<file path="src/rtl/fifo_serial_pkg.sv">
// fifo_serial_pkg
// Shared types and constants for the FIFO-fed serial transmitter.
//   state_t   : transmitter FSM states
//   TXD_IDLE  : line level when idle / stop bit
//   TXD_START : line level of the start bit
// Optional feature macro: FIFO_SERIAL_TX_PARITY_EN adds the PARITY state.
package fifo_serial_pkg;

   localparam logic TXD_IDLE  = 1'b1;
   localparam logic TXD_START = 1'b0;

`ifdef FIFO_SERIAL_TX_PARITY_EN
   typedef enum logic [2:0] {
      ST_IDLE, ST_FETCH, ST_LOAD, ST_START, ST_DATA, ST_PARITY, ST_STOP
   } state_t;
`else
   typedef enum logic [2:0] {
      ST_IDLE, ST_FETCH, ST_LOAD, ST_START, ST_DATA, ST_STOP
   } state_t;
`endif

endpackage

</file>
<file path="src/rtl/fifo_serial_tx_if.sv">
// fifo_serial_tx_if
// Word-FIFO read handshake between the FIFO (master) and its consumer (slave).
//   fifo_val     : FIFO non-empty
//   fifo_dataout : registered FIFO output, valid the cycle after a read
//   fifo_read    : one-cycle pop strobe from the consumer
interface fifo_serial_tx_if #(
   parameter int DATA_W = 10
);
   logic              fifo_val;
   logic [DATA_W-1:0] fifo_dataout;
   logic              fifo_read;

   modport master (output fifo_val, output fifo_dataout, input fifo_read);
   modport slave  (input fifo_val, input fifo_dataout, output fifo_read);
endinterface

</file>
<file path="src/rtl/serial_bit_timer.sv">
// serial_bit_timer
// Bit-period counter: counts 0..BAUD_DIV-1 while run is high and wraps.
//   clock, reset : clock, async active-high reset
//   clear        : force the count back to 0
//   run          : count enable
//   tick         : high on the terminal count (every cycle when BAUD_DIV=1)
module serial_bit_timer #(
   parameter int BAUD_DIV = 4
) (
   input  logic clock,
   input  logic reset,
   input  logic clear,
   input  logic run,
   output logic tick
);

   localparam int CW = (BAUD_DIV > 1) ? $clog2(BAUD_DIV) : 1;
   localparam logic [CW-1:0] LAST = CW'(BAUD_DIV - 1);

   logic [CW-1:0] r_cnt;

   always_ff @(posedge clock or posedge reset) begin
      if (reset)
         r_cnt <= '0;
      else if (clear)
         r_cnt <= '0;
      else if (run)
         r_cnt <= (r_cnt == LAST) ? '0 : r_cnt + CW'(1);
   end

   assign tick = run && (r_cnt == LAST);

endmodule

</file>
<file path="src/rtl/fifo_serial_tx.sv">
// fifo_serial_tx
// Pops words from the upstream word FIFO and sends each one LSB-first as an
// asynchronous serial frame: start bit, DATA_W data bits, [even parity], stop.
//   clock, reset : clock, async active-high reset
//   enable       : permits starting a new frame (ignored mid-frame)
//   fifo         : FIFO read handshake (slave side)
//   txd          : serial line, idle high, registered
//   busy         : high whenever the FSM is not IDLE
//   frame_done   : one-cycle pulse in the first IDLE cycle after a stop bit
// Optional feature macro: FIFO_SERIAL_TX_PARITY_EN (even-parity bit after MSB).
module fifo_serial_tx
   import fifo_serial_pkg::*;
#(
   parameter int DATA_W   = 10,
   parameter int BAUD_DIV = 4
) (
   input  logic              clock,
   input  logic              reset,
   input  logic              enable,
   fifo_serial_tx_if.slave   fifo,
   output logic              txd,
   output logic              busy,
   output logic              frame_done
);

   localparam int BCW = $clog2(DATA_W) + 1;
   localparam logic [BCW-1:0] LAST_BIT = BCW'(DATA_W - 1);

   state_t            r_state;
   logic [DATA_W-1:0] r_shift;
   logic [BCW-1:0]    r_bit_cnt;
   logic              r_txd;
   logic              r_fifo_read;
   logic              r_busy;
   logic              r_frame_done;
`ifdef FIFO_SERIAL_TX_PARITY_EN
   logic              r_parity;
`endif

   logic w_run;
   logic w_tick;

   // The bit timer only counts while a line bit is being driven; holding it
   // clear through IDLE/FETCH/LOAD aligns the start bit to a full period.
   always_comb begin
      w_run = (r_state == ST_START) || (r_state == ST_DATA) || (r_state == ST_STOP);
`ifdef FIFO_SERIAL_TX_PARITY_EN
      if (r_state == ST_PARITY) w_run = 1'b1;
`endif
   end

   serial_bit_timer #(.BAUD_DIV(BAUD_DIV)) u_timer (
      .clock (clock),
      .reset (reset),
      .clear (!w_run),
      .run   (w_run),
      .tick  (w_tick)
   );

   always_ff @(posedge clock or posedge reset) begin
      if (reset) begin
         r_state      <= ST_IDLE;
         r_shift      <= '0;
         r_bit_cnt    <= '0;
         r_txd        <= TXD_IDLE;
         r_fifo_read  <= 1'b0;
         r_busy       <= 1'b0;
         r_frame_done <= 1'b0;
`ifdef FIFO_SERIAL_TX_PARITY_EN
         r_parity     <= 1'b0;
`endif
      end else begin
         r_fifo_read  <= 1'b0;
         r_frame_done <= 1'b0;
         case (r_state)
            ST_IDLE: begin
               if (enable && fifo.fifo_val) begin
                  r_state     <= ST_FETCH;
                  r_fifo_read <= 1'b1;
                  r_busy      <= 1'b1;
               end
            end
            // FIFO output is registered: data appears one cycle after the pop.
            ST_FETCH: r_state <= ST_LOAD;
            ST_LOAD: begin
               r_shift   <= fifo.fifo_dataout;
`ifdef FIFO_SERIAL_TX_PARITY_EN
               r_parity  <= ^fifo.fifo_dataout;
`endif
               r_bit_cnt <= '0;
               r_txd     <= TXD_START;
               r_state   <= ST_START;
            end
            ST_START: begin
               if (w_tick) begin
                  r_txd   <= r_shift[0];
                  r_shift <= r_shift >> 1;
                  r_state <= ST_DATA;
               end
            end
            ST_DATA: begin
               if (w_tick) begin
                  if (r_bit_cnt == LAST_BIT) begin
`ifdef FIFO_SERIAL_TX_PARITY_EN
                     r_txd   <= r_parity;
                     r_state <= ST_PARITY;
`else
                     r_txd   <= TXD_IDLE;
                     r_state <= ST_STOP;
`endif
                  end else begin
                     r_txd     <= r_shift[0];
                     r_shift   <= r_shift >> 1;
                     r_bit_cnt <= r_bit_cnt + BCW'(1);
                  end
               end
            end
`ifdef FIFO_SERIAL_TX_PARITY_EN
            ST_PARITY: begin
               if (w_tick) begin
                  r_txd   <= TXD_IDLE;
                  r_state <= ST_STOP;
               end
            end
`endif
            ST_STOP: begin
               if (w_tick) begin
                  r_state      <= ST_IDLE;
                  r_busy       <= 1'b0;
                  r_frame_done <= 1'b1;
               end
            end
            default: r_state <= ST_IDLE;
         endcase
      end
   end

   assign txd            = r_txd;
   assign busy           = r_busy;
   assign frame_done     = r_frame_done;
   assign fifo.fifo_read = r_fifo_read;

endmodule
</file>
<file path="src/flat_wrapper.sv">
// flat-port wrapper written by rule: the top's interface ports become plain ports
module fifo_serial_tx_flat import fifo_serial_pkg::*;
#(
   parameter int DATA_W   = 10,
   parameter int BAUD_DIV = 4
)
  (clock, reset, enable, txd, busy, frame_done, fifo_fifo_val, fifo_fifo_dataout, fifo_fifo_read);
  fifo_serial_tx_if #(.DATA_W(DATA_W)) fifo_i ();
  input  logic clock;
  input  logic reset;
  input  logic enable;
  output logic txd;
  output logic busy;
  output logic frame_done;
  input wire logic [$bits(fifo_i.fifo_val)-1:0] fifo_fifo_val;
  input wire logic [$bits(fifo_i.fifo_dataout)-1:0] fifo_fifo_dataout;
  output wire logic [$bits(fifo_i.fifo_read)-1:0] fifo_fifo_read;
  assign fifo_i.fifo_val = fifo_fifo_val;
  assign fifo_i.fifo_dataout = fifo_fifo_dataout;
  assign fifo_fifo_read = fifo_i.fifo_read;
  fifo_serial_tx #(.DATA_W(DATA_W), .BAUD_DIV(BAUD_DIV)) u_core (.clock(clock), .reset(reset), .enable(enable), .fifo(fifo_i), .txd(txd), .busy(busy), .frame_done(frame_done));
endmodule
</file>
<file path="config.mk">
export PLATFORM = sky130hd
export DESIGN_NAME = fifo_serial_tx_flat
export DESIGN_NICKNAME = d
export VERILOG_FILES = /design/src/rtl/fifo_serial_pkg.sv /design/src/rtl/fifo_serial_tx_if.sv /design/src/rtl/serial_bit_timer.sv /design/src/rtl/fifo_serial_tx.sv /design/src/flat_wrapper.sv
export SDC_FILE = /design/constraint.sdc
export NUM_CORES = 1
export LEC_CHECK = 0
export BUFFER_PORTS_ARGS = -buffer_cell sky130_fd_sc_hd__buf_2
export CORE_AREA = 2 2 60 62
export DETAILED_ROUTE_END_ITERATION = 7
export DIE_AREA = 0 0 62 64
export GPL_ROUTABILITY_DRIVEN = 0
export GPL_TIMING_DRIVEN = 0
export SKIP_CTS_REPAIR_TIMING = 1
export SLEW_MARGIN = 15
export SYNTH_ARGS = -nofsm -noshare
export SYNTH_HDL_FRONTEND = slang
export SYNTH_HIERARCHICAL = 1
export SYNTH_SLANG_ARGS = --single-unit
</file>
<file path="constraint.sdc">
create_clock -name clock -period 3 [get_ports clock]
set_input_delay 0.15 -clock clock [delete_from_list [all_inputs] [get_ports clock]]
set_output_delay 0.15 -clock clock [all_outputs]
set_load 0.01 [all_outputs]
</file>
### Word level (Yosys, flattened, before mapping)

Cells that the tools add are included.

| word-level totals | value |
|---|---|
| register bits | 24 |
| bits of input ports | 14 |
| output and inout port bits | 4 |
| logic and storage cells | 62 |

| cells by class | value |
|---|---|
| add/subtract/negate cells | 2 |
| eq/ne operators | 13 |
| muxes and demuxes | 26 |
| reductions and logical operators | 13 |

Operator list:

| kind | count |
|---|---|
| $mux 10 | 3 |
| $pmux 10 s3 | 1 |
| $pmux 3 s6 | 1 |
| $mux 3 | 5 |
| $mux 5 | 2 |
| $ne 2x2->1 const B | 5 |
| $pmux 5 s2 | 1 |
| $mux 1 | 9 |
| $reduce_and 3->1 | 3 |
| $eq 3x2->1 const B | 2 |
| $eq 3x3->1 const B | 2 |
| $add 5x1->5 const B | 1 |
| $eq 5x4->1 const B | 1 |
| $reduce_and 5->1 | 1 |
| $mux 2 | 2 |
| $reduce_and 4->1 | 1 |
| $reduce_bool 2->1 | 2 |
| $eq 3x1->1 const B | 1 |
| $logic_not 3->1 | 1 |
| $pmux 1 s3 | 1 |
| $reduce_bool 3->1 | 1 |
| $add 2x1->2 const B | 1 |
| $eq 2x2->1 const B | 1 |
| $logic_and 1x1->1 | 2 |
| 3 further kinds | 4 |

### Logic depth before layout (Yosys ltp)

Gate-level depths: netlist (run 1).

| logic depth | value |
|---|---|
| depth after elaboration | 6 |
| gate-level depth with buffers | 10 |
| mapped depth without buffers | 7 |

### Modules after synthesis

The synthesis (run 1) kept the hierarchy.

Modules (own cells, without submodules):

| module | times used | cells an instance | area an instance (µm²) | sequential area each (µm²) |
|---|---|---|---|---|
| fifo_serial_tx | 1 | 146 | 1322.5 | 551.8 |
| serial_bit_timer | 1 | 10 | 110.1 | 50.0 |

### Least setup slack after synthesis (run 1)

OpenSTA, ideal clock, no wires.

| timing | value |
|---|---|
| kind | reg-to-reg |
| start point | register u_core.r_state[2] |
| end point | register u_core.r_bit_cnt[2] |
| library setup time | 118 ps |
| arrival time | 1968 ps |
| required time | 2882 ps |
| path slack | 914 ps |
| cell stages (with the launch flop) | 11 |
| buffers on the path | 3 |
| clock period less this slack | 2086 ps |
| path through | dfrtp_1 -> buf_4 -> nand3b_1 -> nand2_1 -> buf_2 -> and2_1 -> nand4bb_4 -> or2_1 -> buf_6 -> o2bb2ai_2 -> a21o_1 |

| on the way | value |
|---|---|
| longest elaborated chain between the ends | 6 |
| elaborated cells on any way between the ends | 12 |
| classes of those cells | eq/ne: 6; mux: 1; reduce/logical: 5 |

Ends and longest elaborated chain:

| item | RTL line | text |
|---|---|---|
| start: declaration | fifo_serial_tx.sv:29 | `state_t r_state;` |
| start signal: assignment | fifo_serial_tx.sv:62 | `r_state <= ST_IDLE;` |
| start signal: assignment | fifo_serial_tx.sv:78 | `r_state <= ST_FETCH;` |
| start signal: assignment | fifo_serial_tx.sv:84 | `ST_FETCH: r_state <= ST_LOAD;` |
| $eq 3x2->1 or $eq 3x3->1 (tied branches) | fifo_serial_tx.sv:46 | `w_run = (r_state == ST_START) \|\| (r_state == ST_DATA) \|\| (r_state == ST_STOP);` |
| $logic_or 1x1->1 | fifo_serial_tx.sv:46 |  |
| $logic_or 1x1->1 * | fifo_serial_tx.sv:46 |  |
| net u_core.w_run | fifo_serial_tx.sv:40 | `logic w_run;` |
| $logic_and 1x1->1 * | serial_bit_timer.sv:31 | `assign tick = run && (r_cnt == LAST);` |
| net u_core.w_tick | fifo_serial_tx.sv:41 | `logic w_tick;` |
| $ne 2x2->1 (no source line) * | -- |  |
| $reduce_and 3->1 (no source line) * | -- |  |
| end signal: assignment | fifo_serial_tx.sv:114 | `r_bit_cnt <= r_bit_cnt + BCW'(1);` |
| end: declaration | fifo_serial_tx.sv:31 | `logic [BCW-1:0] r_bit_cnt;` |

The timed path passes the listed nets; every way through them passes the cells marked *.
A chain may end at the register's enable or synchronous reset.

### Worst setup path in the final report (run 1)

| timing | value |
|---|---|
| start point | register u_core.r_state[1] |
| end point | register u_core.r_bit_cnt[2] |

Same word-level chain as after synthesis.

==> flow_summary_export.csv, run 1 <==
group,metric,value,unit
outcome,status,"finished, final reports clean",
finish,seq_area,602,um2
critical_path,regToRegEndpoint,"u_core/r_bit_cnt[2]$_DFFE_PP0P_",
hold_path,worst_hold_path.num_cells,3,
critical_path,r2r_setup_slack,0.63,ns
critical_path,cp.arrival,2.59,ns
logic_synthesis,asyncSetResetFlopFracSynth,1.00,
logic_synthesis,synthesized_area,1430,um2
floorplanning,coreArea,3280,um2
timing,slew_viol_final,0,
cts,level_count_of_the_clock_h_tree,1,
power,total_power,0.502,mW
floorplanning,floorplan.initialDensity,0.436,
route,detail_route.first_pass.iterations,4,
critical_path,critical_path.slowest_cell,"sky130_fd_sc_hd__dfrtp_1",
critical_path,cp_startpoint_kind,"flop",
power,power_per_cell_area,312,nW/um2
cts,cts_buffers,3,
global_routing,grt_pass1_wl,5510,um
route,drt_first_iter_violations,66,
cts,max-clock-path-buffers,2,
global_routing,antenna_found_initial,0,
finish,drive_gt1_frac,0.208,
logic_synthesis,sequential_cell_area_fraction_in_the_yosys_report,0.420,
route,finalWirelength,3180,um
global_routing,track_usage,0.182,
logic_synthesis,post_syn_nets,173,
logic_synthesis,post_synth_num_cell_types,39,
finish,finish.net_count,196,
finish,final_core_util,0.491,
critical_path,critical-path-max-stage-delay,0.39,ns
logic_synthesis,yosysMostFrequentCell,"sky130_fd_sc_hd__dfrtp_1",
logic_synthesis,yosys.area.top_type_share,0.402,
floorplanning,total_number_of_placement_rows,21,
timing,total_negative_slack,0,ns
logic_synthesis,synth_area_leader_cell,"sky130_fd_sc_hd__dfrtp_1",
finish,layout.filler_cells,331,
logic_synthesis,post_synth_edffs,0,
power,p_leak,0.699,nW
critical_path,r2r_start,"u_core/r_state[1]$_DFFE_PP0P_",
timing,worst-slew-pin-transition,0.901,ns
timing,finalSetupViolCount,0,
route,viasPerCell,5.55,
power,peakVddDrop,0.191,mV
floorplanning,design.die.area,3970,um2
critical_path,worst_r2r_path_depth,10,
route,detail_route.wl_per_cell,14.2,um
timing,fin_crit,2.37,ns
logic_synthesis,synth.top_cells.by_area,"sky130_fd_sc_hd__dfrtp_1 40%, sky130_fd_sc_hd__o2bb2ai_1 5.5%, sky130_fd_sc_hd__nand3_1 5.2%",
logic_synthesis,synthTopCellsByCount,"23 x sky130_fd_sc_hd__dfrtp_1, 17 x sky130_fd_sc_hd__nor2_1, 15 x sky130_fd_sc_hd__nand3_1, 13 x sky130_fd_sc_hd__o21ai_0, 10 x sky130_fd_sc_hd__o22ai_1",
placement,detailed_place_hpwl,2250,um
hold_path,worst_hold_startpoint,"fifo_fifo_val",
route,antenna_left,0,
timing,setup_slack,0.634,ns
timing,setup_repair_after_global_routing_missed_its_margin,"false",
cts,clock_input_transition_at_the_sequential_cells_of_the_worst_setup_and_hold_paths,0.14,ns
floorplanning,die-width,62,um
cts,clock_sinks,24,
critical_path,critical-path-top-cell-by-count,"sky130_fd_sc_hd__buf_2",
placement,post-place-ws,0.654,ns
critical_path,crit_chain,"buf_2 > nand2b_1 > nand2_1 > buf_2 > and2_1 > nand4bb_4 > or2_1 > buf_6 > o2bb2ai_2 > a21o_1",
placement,port-buffer-count,17,
hold_path,min_delay_worst_endpoint,"u_core/fifo.fifo_read$_DFF_PP0_",
global_routing,gr-total-overflow,0,
route,drc,0,
cts,tritoncts,"done",
logic_synthesis,count_of_state_elements_after_synthesis,24,
finish,layout-area-overhead-vs-synth,12.5,%
floorplanning,design.portCount,18,
cts,cts-root-buf,"sky130_fd_sc_hd__clkbuf_4",
flow_run,cap_viol_max_count,0,
critical_path,critPathCaptureType,"flop",
critical_path,worstPathMaxFanout,13,
critical_path,worstPathRequired,3.23,ns
cts,worstSkewPairLatency,0.32,ns
global_routing,grt_max_degree,23,
critical_path,path_class,"reg2reg",
timing,final-hold-violation-count,0,
logic_synthesis,dominantRegCellSynth,"sky130_fd_sc_hd__dfrtp_1",
route,routed-via-count,1243,
timing,finClkSkew,0.00321,ns
timing,post-route-period-util,0.789,
finish,insertedDiodeCount,0,
finish,multiInputGateArea,738,um2
global_routing,grt_pass1_vias,1218,
logic_synthesis,netlist_instances,156,
logic_synthesis,synth-warning-count,6,
floorplanning,die-height,64,um
logic_synthesis,postSynthAreaPerCell,9.18,um2
hold_path,worstHoldPathType,"in2reg",
timing,max_clock_freq,423,MHz
timing,slew-limit-headroom,0.399,
-- per-stage QoR --
step                      cell area, um2  cells  hold slack, ns
after detailed placement            1580    219          0.0206
after global routing                1610    224           0.106
after CTS                           1600    223          -0.347
after global placement              1580    219         0.00640
after floorplan                     1430    156          -0.109
final                               1610    224           0.110
-- placed cells by master, fill, tap and decap left out, types with 5 or more instances in the layout --
| cell | instances |
|---|---|
| sky130_fd_sc_hd__buf_2 | 22 |
| sky130_fd_sc_hd__o21ai_0 | 13 |
| sky130_fd_sc_hd__nand2_1 | 6 |
| sky130_fd_sc_hd__o22ai_1 | 10 |
| sky130_fd_sc_hd__nand3_1 | 15 |
| sky130_fd_sc_hd__dfrtp_1 | 23 |
| sky130_fd_sc_hd__nor3b_1 | 9 |
| sky130_fd_sc_hd__o2bb2ai_1 | 9 |
| sky130_fd_sc_hd__nor2_1 | 17 |
| sky130_fd_sc_hd__clkbuf_1 | 5 |
| sky130_fd_sc_hd__inv_1 | 6 |
-- final cells by class --
class	count	area share
plain buffers	12	0.0435
flip-flops and latches	24	0.373
well taps	46	0.0357
multi-input cells	114	0.458
repair buffers	18	0.0590
clock buffers	4	0.0163
inverters	6	0.0140
-- kinds of logic (layout without fill, tap and decap cells) --
group                    count (synthesis)  count (layout)  synth area share
adder cells (fa/ha/maj)                  3               3            0.0262
AO/OA/AOI/OAI                           44              44             0.210
buffers and inverters                   18              40            0.0646
AND/OR/NAND/NOR                         65              65             0.266
multiplexers                             2               2            0.0140
flip-flops                              24              24             0.420
-- worst max-delay path, delay by kind of cell, from the launching register on --
| family | cells | cell delay, ns |
|---|---|---|
| and+or+nand+nor | 5 | 1.03 |
| DFF | 1 | 0.39 |
| AOI/OAI and AO/OA | 2 | 0.28 |
| buffers and inverters | 3 | 0.56 |
-- registers in the layout (all words and copies together) (netlist names) --
register               cells
u_core/busy                1
u_core/r_shift            10
u_core/fifo.fifo_read      1
u_core/r_bit_cnt           5
u_core/r_state             3
u_core/u_timer/r_cnt       2
u_core/txd                 1
u_core/frame_done          1
-- per-layer routing --
metal	GRT usage	vias up	share of wire	wire, um
met5	0	-	0	0
met4	0.0665	0	0.015	47
met3	0.0283	6	0.038	121
met2	0.270	26	0.47	1510
met1	0.264	599	0.47	1500
li1	-	612	-	-
-- report_power, final --
part | switching, mW | internal (mW)
clock network | 0.102 | 0.0521
registers | 0 | 0.324
logic | 0.0141 | 0.0102
-- worst max-delay path by stage --
| stage | startpoint | to | slack [ns] | depth (start not counted) |
|---|---|---|---|---|
| after floorplan | u_core/r_state[2]$_DFFE_PP0P_ | u_core/r_bit_cnt[2]$_DFFE_PP0P_ | 0.91 | 10 |
| after global placement | u_core/r_state[1]$_DFFE_PP0P_ | u_core/r_bit_cnt[2]$_DFFE_PP0P_ | 0.70 | 10 |
| after detailed placement | u_core/r_state[1]$_DFFE_PP0P_ | u_core/r_bit_cnt[2]$_DFFE_PP0P_ | 0.65 | 10 |
| after CTS | u_core/r_state[1]$_DFFE_PP0P_ | u_core/r_bit_cnt[2]$_DFFE_PP0P_ | 0.63 | 10 |
| after global routing | u_core/r_state[1]$_DFFE_PP0P_ | u_core/r_shift[7]$_DFFE_PP0P_ | 0.42 | 10 |
| final | u_core/r_state[1]$_DFFE_PP0P_ | u_core/r_bit_cnt[2]$_DFFE_PP0P_ | 0.63 | 10 |
Power figures use the tool's default switching activity.
==> run 2, diff against run 1 <==
--- a/config.mk
+++ b/config.mk
@@ -5,6 +5,7 @@
 export SDC_FILE = /design/constraint.sdc
 export NUM_CORES = 1
 export LEC_CHECK = 0
+export ABC_AREA = 1
 export BUFFER_PORTS_ARGS = -buffer_cell sky130_fd_sc_hd__buf_2
 export CORE_AREA = 2 2 60 62
 export DETAILED_ROUTE_END_ITERATION = 7
==> constraint.sdc (replaced) <==
create_clock -name clock -period 2.1 [get_ports clock]
set_input_delay 0.105 -clock clock [delete_from_list [all_inputs] [get_ports clock]]
set_output_delay 0.105 -clock clock [all_outputs]
set_load 0.01 [all_outputs]
==> flow_summary_export.csv, run 2 <==
group,metric,value,unit
outcome,status,"finished, final reports clean",
logic_synthesis,asyncSetResetFlopFracSynth,1.00,
critical_path,critPathCaptureType,"flop",
finish,insertedDiodeCount,0,
logic_synthesis,yosys.area.top_type_share,0.402,
route,drt_first_iter_violations,131,
finish,largest_register_ffs,10,
logic_synthesis,synth-warning-count,6,
timing,worst-slew-pin-transition,0.854,ns
logic_synthesis,sequential_cell_area_fraction_in_the_yosys_report,0.420,
power,power_per_cell_area,1290,nW/um2
global_routing,gr-total-overflow,0,
global_routing,antenna_found_initial,0,
cts,worstSkewPairLatency,0.30,ns
global_routing,grt_pass1_vias,1225,
timing,final-hold-violation-count,0,
finish,mostFrequentLayoutCell,"sky130_fd_sc_hd__nand2_1",
logic_synthesis,synth.top_cells.by_area,"sky130_fd_sc_hd__dfrtp_1 40%, sky130_fd_sc_hd__nand2_1 19%, sky130_fd_sc_hd__nand3_1 10%",
route,finalWirelength,3140,um
logic_synthesis,dominantRegCellSynth,"sky130_fd_sc_hd__dfrtp_1",
route,routed-via-count,1349,
route,detail_route.first_pass.iterations,4,
logic_synthesis,synth_area_leader_cell,"sky130_fd_sc_hd__dfrtp_1",
finish,reg_top3,"u_core/r_shift x10, u_core/r_bit_cnt x5, u_core/r_state x3",
cts,cts-root-buf,"sky130_fd_sc_hd__clkbuf_4",
logic_synthesis,post_syn_nets,209,
floorplanning,die-width,62,um
cts,max-clock-path-buffers,2,
route,dr_wl_met2,1580,um
critical_path,worstPathRequired,2.31,ns
logic_synthesis,synthesized_area,1430,um2
placement,port-buffer-count,17,
logic_synthesis,post_synth_edffs,0,
timing,setup_repair_after_global_routing_missed_its_margin,"false",
critical_path,worstPathMaxFanout,10,
placement,detailed_place_hpwl,2250,um
finish,layout-area-overhead-vs-synth,20.5,%
hold_path,worstHoldPathType,"in2reg",
floorplanning,die-height,64,um
finish,finish.net_count,242,
route,antenna_left,0,
finish,largest-register,"u_core/r_shift",
finish,layout.filler_cells,315,
logic_synthesis,synthTopCellsByCount,"71 x sky130_fd_sc_hd__nand2_1, 30 x sky130_fd_sc_hd__nand3_1, 23 x sky130_fd_sc_hd__dfrtp_1, 17 x sky130_fd_sc_hd__nor2_1, 13 x sky130_fd_sc_hd__inv_1",
floorplanning,coreArea,3280,um2
global_routing,grt_pass1_wl,5270,um
logic_synthesis,yosysMostFrequentCell,"sky130_fd_sc_hd__nand2_1",
power,peakVddDrop,0.460,mV
cts,clock_sinks,24,
timing,max_clock_freq,513,MHz
cts,level_count_of_the_clock_h_tree,1,
route,detail_route.wl_per_cell,11.6,um
critical_path,cp.arrival,2.16,ns
route,highest_layer,"met4",
critical_path,cp_startpoint_kind,"flop",
timing,finClkSkew,0.00479,ns
timing,fin_crit,1.95,ns
cts,clock_input_transition_at_the_sequential_cells_of_the_worst_setup_and_hold_paths,0.13,ns
critical_path,path_class,"reg2reg",
finish,drive_gt1_frac,0.250,
cts,tritoncts,"done",
floorplanning,design.die.area,3970,um2
timing,finalSetupViolCount,0,
route,route.met3.wl,126,um
finish,layout_common_cells,"71 x sky130_fd_sc_hd__nand2_1, 30 x sky130_fd_sc_hd__nand3_1, 21 x sky130_fd_sc_hd__dfrtp_1",
power,total_power,2.22,mW
logic_synthesis,count_of_state_elements_after_synthesis,24,
timing,post-route-period-util,0.928,
timing,slew-limit-headroom,0.430,
global_routing,grt_max_degree,23,
global_routing,track_usage,0.172,
logic_synthesis,post_synth_num_cell_types,23,
timing,slew_viol_final,0,
logic_synthesis,netlist_instances,192,
logic_synthesis,postSynthAreaPerCell,7.46,um2
floorplanning,design.portCount,18,
floorplanning,floorplan.initialDensity,0.436,
power,p_leak,0.950,nW
route,routedLengthMet1,1410,um
flow_run,cap_viol_max_count,0,
route,drc,0,
finish,final_core_util,0.526,
critical_path,r2r_setup_slack,0.15,ns
floorplanning,total_number_of_placement_rows,21,
route,viasPerCell,5.00,
cts,cts_buffers,3,
## run 2: changes by cell type in the layout (fill, tap and decap cells not counted), moves of 5 or more
cell and delta:
sky130_fd_sc_hd__nand3_1 +15, sky130_fd_sc_hd__o22ai_1 -9, sky130_fd_sc_hd__buf_4 +9, sky130_fd_sc_hd__o21ai_0 -9, sky130_fd_sc_hd__o2bb2ai_1 -9, sky130_fd_sc_hd__inv_1 +5
sky130_fd_sc_hd__inv_2 +5, sky130_fd_sc_hd__nor3b_1 -9, sky130_fd_sc_hd__nand2_1 +65, sky130_fd_sc_hd__clkbuf_1 -5
## run 2: critical path, cell delays in order, from the launching register on
cell	delay [ns]
sky130_fd_sc_hd__dfrtp_2	0.49
sky130_fd_sc_hd__nor2_4	0.20
sky130_fd_sc_hd__nand2_8	0.11
sky130_fd_sc_hd__nand2_4	0.11
sky130_fd_sc_hd__buf_8	0.14
sky130_fd_sc_hd__nor2_2	0.05
sky130_fd_sc_hd__inv_2	0.07
sky130_fd_sc_hd__nand2_1	0.06
sky130_fd_sc_hd__inv_2	0.09
sky130_fd_sc_hd__inv_1	0.09
sky130_fd_sc_hd__nand2_4	0.14
sky130_fd_sc_hd__buf_4	0.14
sky130_fd_sc_hd__nand3_1	0.07
sky130_fd_sc_hd__nand2_1	0.06
sky130_fd_sc_hd__nand2_1	0.04
## run 2: through the flow
stage,setup TNS (ns),cell area [um2],hold slack [ns],cells,setup slack (ns)
floorplan,0,1430,-0.154,192,0.310
global placement,0,1580,-0.0379,255,0.0333
detailed placement,-0.0137,1580,-0.0309,255,-0.0113
CTS,-0.111,1610,-0.383,259,-0.0308
global route,0,1730,0.0498,270,0.0200
finish,0,1730,0.0631,270,0.152
## run 2: cell type report
cell class / count / area (um2) / area share
plain buffers: 5 / 47.5 / 0.0275
multi-input cells: 148 / 758 / 0.439
inverters: 16 / 60.1 / 0.0348
flip-flops and latches: 24 / 604 / 0.350
clock buffers: 4 / 36.3 / 0.0210
well taps: 46 / 57.6 / 0.0333
repair buffers: 27 / 163 / 0.0942
## run 2: kinds of logic (layout without fill, tap and decap cells)
group                      count (synthesis)  in the layout  synth area share
buffers and inverters                     21             52            0.0699
xor gates and xnor gates                   3              3            0.0183
adders and majority gates                  3              3            0.0262
and+or+nand+nor                          133            134             0.437
DFF                                       24             24             0.420
AOI/OAI and AO/OA                          8              8            0.0288
## run 2: where the power goes
part           switching, mW  leakage (nW)  internal [mW]
sequential             0.115         0.305          0.630
clock                  0.135        0.0210          0.106
combinational          0.718         0.624          0.518
## run 2: worst paths after layout
| path | startpoint | end | cells after the start |
|---|---|---|---|
| min in group asynchronous | reset | u_core/u_timer/r_cnt[0]$_DFFE_PP0P_ | 3 |
| worst max-delay path | u_core/r_state[1]$_DFFE_PP0P_ | u_core/r_state[2]$_DFFE_PP0P_ | 14 |
| worst min register to register | u_core/txd$_DFFE_PP1P_ | u_core/txd$_DFFE_PP1P_ | 2 |
| max in group asynchronous | reset | u_core/r_state[1]$_DFFE_PP0P_ | 3 |
| worst min-delay path | fifo_fifo_val | u_core/fifo.fifo_read$_DFF_PP0_ | 3 |
| worst max register to register | u_core/r_state[1]$_DFFE_PP0P_ | u_core/r_state[2]$_DFFE_PP0P_ | 14 |
## run 2: routing by layer
metal	vias up	track usage
li1	682	-
met1	632	0.232
met2	33	0.276
met3	2	0.0263
met4	0	0.0532
met5	-	0
